`config.mk`:
```
export PLATFORM = sky130hd
export DESIGN_NAME = frmbuf_arb_mc
export DESIGN_NICKNAME = d
export VERILOG_FILES = /design/src/rtl/frmbuf_arb_mc.sv
export SDC_FILE = /design/constraint.sdc
export NUM_CORES = 1
export LEC_CHECK = 0
export BUFFER_PORTS_ARGS = -buffer_cell sky130_fd_sc_hd__buf_4
export CORE_AREA = 2 2 578 580
export DETAILED_ROUTE_END_ITERATION = 12
export DIE_AREA = 0 0 580 582
export PLACE_DENSITY = 0.3
export SYNTH_ARGS = -nofsm -noshare
export SYNTH_HDL_FRONTEND = slang
export SYNTH_SLANG_ARGS = --single-unit
export TNS_END_PERCENT = 10
```
`constraint.sdc`:
```
create_clock -name i_ddr3_clk -period 2.05 [get_ports i_ddr3_clk]
set_input_delay 0.41 -clock i_ddr3_clk [delete_from_list [all_inputs] [get_ports i_ddr3_clk]]
set_output_delay 0.41 -clock i_ddr3_clk [all_outputs]
set_load 0.02 [all_outputs]
```
`src/rtl/frmbuf_arb_mc.sv`:
```
// Round-robin arbiter that grants one frame-buffer channel at a time access to the
// DDR3 MIG native app interface, with a per-grant command limit and forced release.
module frmbuf_arb_mc #(
  parameter int P_CH_NUM    = 4,
  parameter int P_ADDR_W    = 27,
  parameter int P_DATA_W    = 256,
  parameter int P_BURST_MAX = 64
) (
  input  logic                           i_ddr3_clk,
  input  logic                           i_rst,
  input  logic                           i_system_init,
  input  logic [P_CH_NUM-1:0]            i_request,
  output logic [P_CH_NUM-1:0]            o_response,
  input  logic [P_CH_NUM-1:0]            i_bust_end,
  input  logic [P_CH_NUM-1:0]            i_cmd_valid,
  input  logic [3*P_CH_NUM-1:0]          i_rdwr_cmd,
  input  logic [P_ADDR_W*P_CH_NUM-1:0]   i_req_addr,
  input  logic [P_CH_NUM-1:0]            i_wr_en,
  input  logic [P_DATA_W*P_CH_NUM-1:0]   i_wr_data,
  input  logic                           i_app_rdy,
  input  logic                           i_app_wdf_rdy,
  output logic [P_CH_NUM-1:0]            o_cmd_ack,
  output logic [P_CH_NUM-1:0]            o_wdf_ack,
  output logic                           o_app_en,
  output logic [2:0]                     o_app_cmd,
  output logic [P_ADDR_W-1:0]            o_app_addr,
  output logic [P_DATA_W-1:0]            o_app_wdf_data,
  output logic                           o_app_wdf_wren,
  output logic [$clog2(P_CH_NUM)-1:0]    o_grant_id,
  output logic                           o_busy,
  output logic                           o_timeout
);

  localparam int ID_W = $clog2(P_CH_NUM);

  typedef enum logic [1:0] {IDLE, GRANT, BUSY, RELEASE} state_t;

  state_t              state_reg, state_next;
  logic [ID_W-1:0]     rr_ptr_reg;
  logic [ID_W-1:0]     g_reg;
  logic [7:0]          cnt_reg;
  logic                timeout_reg, timeout_next;

  logic [2:0]          cmd_arr  [P_CH_NUM];
  logic [P_ADDR_W-1:0] addr_arr [P_CH_NUM];
  logic [P_DATA_W-1:0] data_arr [P_CH_NUM];

  logic                mig_open;
  logic                cmd_ack_any;
  logic                burst_hit;
  logic                bust_end_g;
  logic                pick_found;
  logic [ID_W-1:0]     pick_idx;
  logic [2*P_CH_NUM-1:0] req2;
  logic [P_CH_NUM-1:0] req_rot;

  // Per-channel bus slices and one-hot status/handshake outputs.
  for (genvar gi = 0; gi < P_CH_NUM; gi++) begin : g_chan
    assign cmd_arr[gi]    = i_rdwr_cmd[gi*3 +: 3];
    assign addr_arr[gi]   = i_req_addr[gi*P_ADDR_W +: P_ADDR_W];
    assign data_arr[gi]   = i_wr_data[gi*P_DATA_W +: P_DATA_W];
    assign o_response[gi] = (state_reg == GRANT) && i_system_init && (g_reg == ID_W'(gi));
    assign o_cmd_ack[gi]  = mig_open && (g_reg == ID_W'(gi)) && i_cmd_valid[gi] && i_app_rdy;
    assign o_wdf_ack[gi]  = mig_open && (g_reg == ID_W'(gi)) && i_wr_en[gi] && i_app_wdf_rdy;
  end

  assign mig_open       = (state_reg == BUSY) && i_system_init;
  assign o_app_en       = mig_open && i_cmd_valid[g_reg];
  assign o_app_cmd      = mig_open ? cmd_arr[g_reg]  : 3'b000;
  assign o_app_addr     = mig_open ? addr_arr[g_reg] : '0;
  assign o_app_wdf_data = mig_open ? data_arr[g_reg] : '0;
  assign o_app_wdf_wren = mig_open && i_wr_en[g_reg];

  assign cmd_ack_any = o_app_en && i_app_rdy;
  assign burst_hit   = cmd_ack_any && (cnt_reg == 8'(P_BURST_MAX - 1));
  assign bust_end_g  = i_bust_end[g_reg];

  assign o_grant_id = g_reg;
  assign o_busy     = (state_reg != IDLE);
  assign o_timeout  = timeout_reg;

  // Rotate requests so bit 0 is the channel right after the last grant.
  assign req2    = {i_request, i_request};
  assign req_rot = P_CH_NUM'(req2 >> (int'(rr_ptr_reg) + 1));

  always_comb begin
    pick_found = 1'b0;
    pick_idx   = '0;
    for (int k = P_CH_NUM - 1; k >= 0; k--) begin
      if (req_rot[k]) begin
        pick_found = 1'b1;
        pick_idx   = ID_W'((int'(rr_ptr_reg) + 1 + k) % P_CH_NUM);
      end
    end
  end

  always_comb begin
    state_next   = state_reg;
    timeout_next = 1'b0;
    if (!i_system_init) begin
      state_next = IDLE;
    end else begin
      case (state_reg)
        IDLE:    if (pick_found) state_next = GRANT;
        GRANT:   state_next = BUSY;
        BUSY: begin
          if (bust_end_g || burst_hit) state_next = RELEASE;
          timeout_next = burst_hit && !bust_end_g;
        end
        RELEASE: state_next = IDLE;
        default: state_next = IDLE;
      endcase
    end
  end

  always_ff @(posedge i_ddr3_clk) begin
    if (i_rst) begin
      state_reg   <= IDLE;
      rr_ptr_reg  <= ID_W'(P_CH_NUM - 1);
      g_reg       <= '0;
      cnt_reg     <= 8'd0;
      timeout_reg <= 1'b0;
    end else begin
      state_reg   <= state_next;
      timeout_reg <= timeout_next;
      if (state_reg == IDLE && i_system_init && pick_found)
        g_reg <= pick_idx;
      // A dropped calibration abandons the grant, so the next owner starts a fresh count.
      if (state_reg == RELEASE || !i_system_init)
        cnt_reg <= 8'd0;
      else if (cmd_ack_any)
        cnt_reg <= cnt_reg + 8'd1;
      if (state_reg == RELEASE && i_system_init)
        rr_ptr_reg <= g_reg;
    end
  end

endmodule

```
==> results of run 1 <==
-- final cells by class --
class	instances	area share, %
diodes	109	0.881
clock buffers	3	0.243
clock inverters	1	0.0162
inverters	4	0.0566
multi-input cells	666	33.5
flip-flops and latches	15	1.00
well taps	4387	17.7
repair buffers	1588	46.6
-- per-layer routing --
metal / vias up / wire [um] / track usage, %
li1: 6653 / - / -
met1: 8645 / 104000 / 17.6
met2: 1689 / 113000 / 23.0
met3: 571 / 47900 / 12.2
met4: 234 / 7540 / 3.19
met5: - / 1700 / 0.581
-- power groups by stage --
stage	Combinational, W	Clock (W)	Sequential [W]
final	0.00553	0.000400	0.000307
after global routing	0.00581	0.000420	0.000308
after CTS	0.00555	0.000408	0.000306
after detailed placement	0.00494	0	0.000316
after global placement	0.00489	0	0.000316
after floorplan	0.00188	0	0.000311
-- how the worst max path moves through the flow --
stage                                    start                  end  slack [ns]  cells after the start
floorplan           o_grant_id[0]$_SDFFE_PP0P_  o_app_wdf_data[100]       -0.02                      5
detailed placement  o_grant_id[0]$_SDFFE_PP0P_   o_app_wdf_data[56]       -0.36                      5
global route        o_grant_id[0]$_SDFFE_PP0P_    o_app_wdf_data[7]       -0.58                      7
CTS                 o_grant_id[0]$_SDFFE_PP0P_  o_app_wdf_data[118]       -0.57                      6
finish              o_grant_id[0]$_SDFFE_PP0P_  o_app_wdf_data[204]       -0.53                      7
global placement    o_grant_id[0]$_SDFFE_PP0P_   o_app_wdf_data[98]       -0.36                      5
-- cells by family after synthesis --
family | synth area share (%)
AOI/OAI and AO/OA | 0.986
xor gates and xnor gates | 0.538
adders and majority gates | 0.769
buffers and inverters | 5.69
DFF | 3.07
muxes | 67.0
and+or+nand+nor | 21.9
-- placed cells by master, fill, tap and decap left out, drive strengths merged, types with 3 or more instances in the layout --
cell,count
mux4,289
dfxtp,15
nand2b,3
buf,1585
xor2,6
diode,109
and3,301
nand2,11
inv,4
nor2,11
nand4,4
and4,4
mux2i,4
clkbuf,6
nor2b,4
ha,6
-- metrics by stage --
stage                     cell area, sq um  setup TNS [ns]
after CTS                            30000         -142.23
final                                30900         -121.57
after global routing                 30800         -138.56
after floorplan                      10000           -4.31
after detailed placement             27000          -65.02
after global placement               27000          -62.26
-- what timing repair did --
action                     in CTS  in global routing
setup buffers                  21                  7
gates resized for setup       568                137
gates cloned                   10                  3
pin swaps                      55                 27
setup endpoints to repair     311                310
==> impl_results.md, run 1 <==
* Status: finished with violations
* Failing checks: setup timing
* RSZ-0062 raised after global routing: yes
* Hold EP: o_grant_id[1]$_SDFFE_PP0P_
* Crit path launch type: flip-flop
* Final worst slack at -0.533 ns
* Pre-CTS setup slack at -0.362 ns
* Post-synthesis sequential area ratio at 3.07%
* Chip width at 580 um
* Clock Tree Buf Depth at 2
* Worst setup EP type: output pin
* Reg2Reg Setup Slack at -0.24 ns
* Max Fanout on Critical Path at 9
* Synth top area share at 66.6%
* Cell variety after synth at 34
* Tcrit/Tclk final at 126%
* Worst-path clk slew at 0.06 ns
* Final nets at 3449
* Worst slew pin tran at 0.686 ns
* Leakage power at 11.7 nW
* Flops & latches, synth at 15
* Reg-to-Reg End: cnt_reg[7]$_SDFFE_PP0P_
* DRC at 0
* Ranking of synthesized cells by area: mux4_2, and3_1, clkbuf_1
* Fin crit period at 2.58 ns
* Clock power frac at 6.4%
* Worst path buffer plus inverter count at 5
* Area Overhead vs Synth at 217%
* Routed vias/inst at 2.63
* Reg2Reg Launch Point: o_grant_id[0]$_SDFFE_PP0P_
* Synthesized area per cell at 11.9 sq um
* Critical path class: reg -> out
* Placer Congestion at 0.985
* Setup violators final at 309
* Hold WC Path Type: in -> reg
* Dpl hpwl at 259000 um
* Int Pwr at 0.00386 W
* Max-cap violations at 0
* Multi-input logic area at 0.0104 sq mm
* Cell family with most CP delay: buffers and inverters
* Worst skew pair latency at 0.26 ns
* Root Buffer: clkbuf_16
* Syn_nets at 1989
* Async set or reset register ratio after synthesis at 0%
* Worst r2r path cells at 10
* Final cell count without fillers at 6773
* WL final at 275000 um
* DR iter-0 viols at 1226
* Site Rows at 212
* Wire per inst at 40.6 um
* Antenna violations before repair at 411
* Synth Instances at 818
* Pin count of the biggest net entering global routing at 70
* Die area at 0.338 sq mm
* Count leader, synth: and3_1
* Psw at 0.00238 W
* Synth area leader: mux4_2
* Via count at 17800
* All-Layer GR Usage at 15.6%
* Part of the power in registers at 4.9%
* First-pass GRT wire length at 316000 um
* Ys Warns at 0
* Core area at 0.332 sq mm
* PwrDens at 202 mW/mm^2
* Worst Clk Skew at 0.00771 ns
* Hold slack at 0.401 ns
* Final Util at 9.33%
* Flip-flop count of the largest register after layout at 8
* Slew headroom at 54.3%
* Num CTS Buffers at 3
* Slowest cell on crit path: mux4_2
* Critical path's largest stage delay at 0.59 ns
* Share of post-route cells with drive strength above 1 at 95.4%
* Max rail drop VDD at 0.000213 V
* Synth top cells by count: and3_1, mux4_2, clkbuf_1
* Drt pass-1 iters at 5
* H-Tree Depth at 1
* Worst endpoint required time at 1.64 ns
* IO Count at 1469
* Combinational fraction of design power at 88.7%
* Final hold vios at 0
* Number of global-route vias before repair at 17800
* Sw Ratio at 38.2%
* Fmax at 387 MHz
* Starting Density at 2.94%
* # clock sinks at 15
* Reg area at 310 sq um
* I/O Buffers at 1468
* EDFF count, synth at 0
* Worst EP arrival at 2.17 ns
* Die Height at 582 um
* Pins over their slew limit at 0
* Placed cells at 6624
* Grt total ovfl at 0
* Mapped cell area at 0.00977 sq mm
* Worst-path cell chain: buf_12 > buf_16 > buf_6 > buf_8 > mux4_2 > and3_4 > buf_6
* Post-route ant nets at 0
* Top_reg_cell synth: dfxtp_1
* CTS tree: built
* Filler instances at 38500
* Tot Pwr at 0.00624 W
* Hold path startpoint: i_rst
* Hold depth at 2
* Most used cell, CP: buf_6
* CTS Hold Bufs at 0
Note: power is estimated with default switching activity, not from simulation.
==> inputs of run 2 (changes only) <==
RECOVER_POWER = 25   (was unset)
==> run 2 against run 1 <==
The run still ends with setup timing left. Clock skew unchanged. Die area unchanged. Clock-buffer cell count did not move. Largest power group unchanged.
==> impl_results.md, run 2 (synthesized netlist as in run 1, its figures left out) <==
* Fin crit period at 2.58 ns (unchanged)
* Status: finished with violations
* Worst r2r path cells at 10 (unchanged)
* Die area at 0.338 sq mm (unchanged)
* Tcrit/Tclk final at 126% (unchanged)
* Chip width at 580 um (unchanged)
* Worst skew pair latency at 0.26 ns (about the same)
* Worst-path clk slew at 0.06 ns (about the same)
* Cell family with most CP delay: buffers and inverters
* All-Layer GR Usage at 15.6% (unchanged)
* Share of post-route cells with drive strength above 1 at 95.3% (about the same)
* DP Area at 0.0270 sq mm (unchanged)
* IO Count at 1469 (unchanged)
* H-Tree Depth at 1 (unchanged)
* Hold path startpoint: i_rst
* Max Fanout on Critical Path at 9 (unchanged)
* Pins over their slew limit at 0 (unchanged)
* Reg-to-Reg End: cnt_reg[7]$_SDFFE_PP0P_
* Area Overhead vs Synth at 217% (about the same)
* Via count at 17800 (+0.051%)
* Reg2Reg Launch Point: o_grant_id[0]$_SDFFE_PP0P_
* Antenna violations before repair at 411 (unchanged)
* Final worst slack at -0.533 ns (unchanged)
* Grt total ovfl at 0 (unchanged)
* Max-cap violations at 0 (unchanged)
* Max rail drop VDD at 0.000213 V (unchanged)
* First-pass GRT wire length at 316000 um (unchanged)
* Root Buffer: clkbuf_16
* Worst EP arrival at 2.17 ns (about the same)
* Crit path launch type: flip-flop
* Routed vias/inst at 2.63 (about the same)
* Placer Congestion at 0.985 (unchanged)
* Site Rows at 212 (unchanged)
* Final nets at 3449 (unchanged)
* Worst path buffer plus inverter count at 5 (unchanged)
* Most frequent cells in the layout: buf_4, mux4_2, and3_4
* Worst Clk Skew at 0.00771 ns (unchanged)
* Hold WC Path Type: in -> reg
* PwrDens at 202 mW/mm^2 (about the same)
* Final Util at 9.32% (about the same)
* Pin count of the biggest net entering global routing at 70 (unchanged)
* Design Area, Final at 0.0309 sq mm (about the same)
* DRC at 0 (unchanged)
* Worst-path cell chain: buf_12 > buf_16 > buf_6 > buf_8 > mux4_2 > and3_4 > buf_6
* Num CTS Buffers at 3 (unchanged)
* Starting Density at 2.94% (unchanged)
* Slowest cell on crit path: mux4_2
* Worst endpoint required time at 1.64 ns (about the same)
* Number of global-route vias before repair at 17800 (unchanged)
* Drt pass-1 iters at 5 (unchanged)
* WL final at 275000 um (about the same)
* Post-route ant nets at 0 (unchanged)
* Most common cell after layout, fill and taps aside: buf_4
* CTS tree: built
* Worst setup EP type: output pin
* Placed cells at 6624 (unchanged)
* Core area at 0.332 sq mm (unchanged)
* Die Height at 582 um (unchanged)
* Worst slew pin tran at 0.717 ns (+0.0312 ns)
* I/O Buffers at 1468 (unchanged)
* Clock Tree Buf Depth at 2 (unchanged)
* Reg2Reg Setup Slack at -0.24 ns (about the same)
* Hold EP: o_grant_id[1]$_SDFFE_PP0P_
* Leakage power at 11.6 nW (about the same)
* Flip-flop count of the largest register after layout at 8 (unchanged)
* Filler instances at 38500 (unchanged)
* # clock sinks at 15 (unchanged)
* Hold depth at 2 (unchanged)
* Wire per inst at 40.6 um (about the same)
* Slew headroom at 52.4% (-1.9 points)
* Failing checks: setup timing
* Dpl hpwl at 259000 um (unchanged)
* Final cell count without fillers at 6773 (unchanged)
* RSZ-0062 raised after global routing: yes
* Fmax at 387 MHz (unchanged)
* DR iter-0 viols at 1224 (-0.16%)
* Critical path class: reg -> out
* Critical path's largest stage delay at 0.59 ns (about the same)
* Final hold vios at 0 (unchanged)
* Most used cell, CP: buf_6
* Setup violators final at 309 (unchanged)
[run 2: cell types whose count changed in the layout (fill, tap and decap cells not counted), sizes merged]
cell / delta
clkbuf: +1
buf: -1
[run 2: area by class of cell]
type,count,area (sq um),area share (%)
clock inverters,1,5.00,0.0162
inverters,4,17.5,0.0566
clock buffers,3,75.1,0.243
well taps,4387,5490,17.7
multi-input cells,666,10400,33.5
diodes,109,273,0.882
flip-flops and latches,15,310,1.00
repair buffers,1588,14400,46.5
[run 2: power by group]
group          internal [W]  leakage, nW  switching, W
logic               0.00330         11.5       0.00223
registers          0.000297        0.124    0.00000956
clock network      0.000261       0.0416      0.000139
total               0.00386         11.6       0.00238
[run 2: per-stage QoR]
| step | setup slack (ns) | power [W] | TNS, ns | hold slack, ns |
|---|---|---|---|---|
| 2_1_floorplan | -0.0197 | 0.00220 | -4.31 | 0.452 |
| 3_3_place_gp | -0.356 | 0.00521 | -62.26 | 0.467 |
| 3_5_place_dp | -0.362 | 0.00525 | -65.02 | 0.480 |
| 4_1_cts | -0.575 | 0.00626 | -142.23 | 0.389 |
| 5_1_grt | -0.584 | 0.00654 | -138.56 | 0.413 |
| 6_report | -0.533 | 0.00624 | -121.56 | 0.401 |
[run 2: routing by layer]
metal	up-vias	GRT usage [%]	share of wire [%]
met3	573	12.2	17
met1	8648	17.6	38
met4	234	3.19	2.7
met5	-	0.581	0.62
li1	6653	-	-
met2	1693	23.0	41
[run 2: what timing repair did]
action	in CTS	in global routing
gates cloned	10	3
gates resized for setup	568	137
pin swaps	55	27
hold buffers	0	0
setup endpoints to repair	311	310
setup buffers	21	7
[run 2: worst max path at each step]
stage	startpoint	end	depth (start not counted)	slack (ns)
detailed placement	o_grant_id[0]$_SDFFE_PP0P_	o_app_wdf_data[56]	5	-0.36
global placement	o_grant_id[0]$_SDFFE_PP0P_	o_app_wdf_data[98]	5	-0.36
floorplan	o_grant_id[0]$_SDFFE_PP0P_	o_app_wdf_data[100]	5	-0.02
global route	o_grant_id[0]$_SDFFE_PP0P_	o_app_wdf_data[7]	7	-0.58
CTS	o_grant_id[0]$_SDFFE_PP0P_	o_app_wdf_data[118]	6	-0.57
finish	o_grant_id[0]$_SDFFE_PP0P_	o_app_wdf_data[204]	7	-0.53
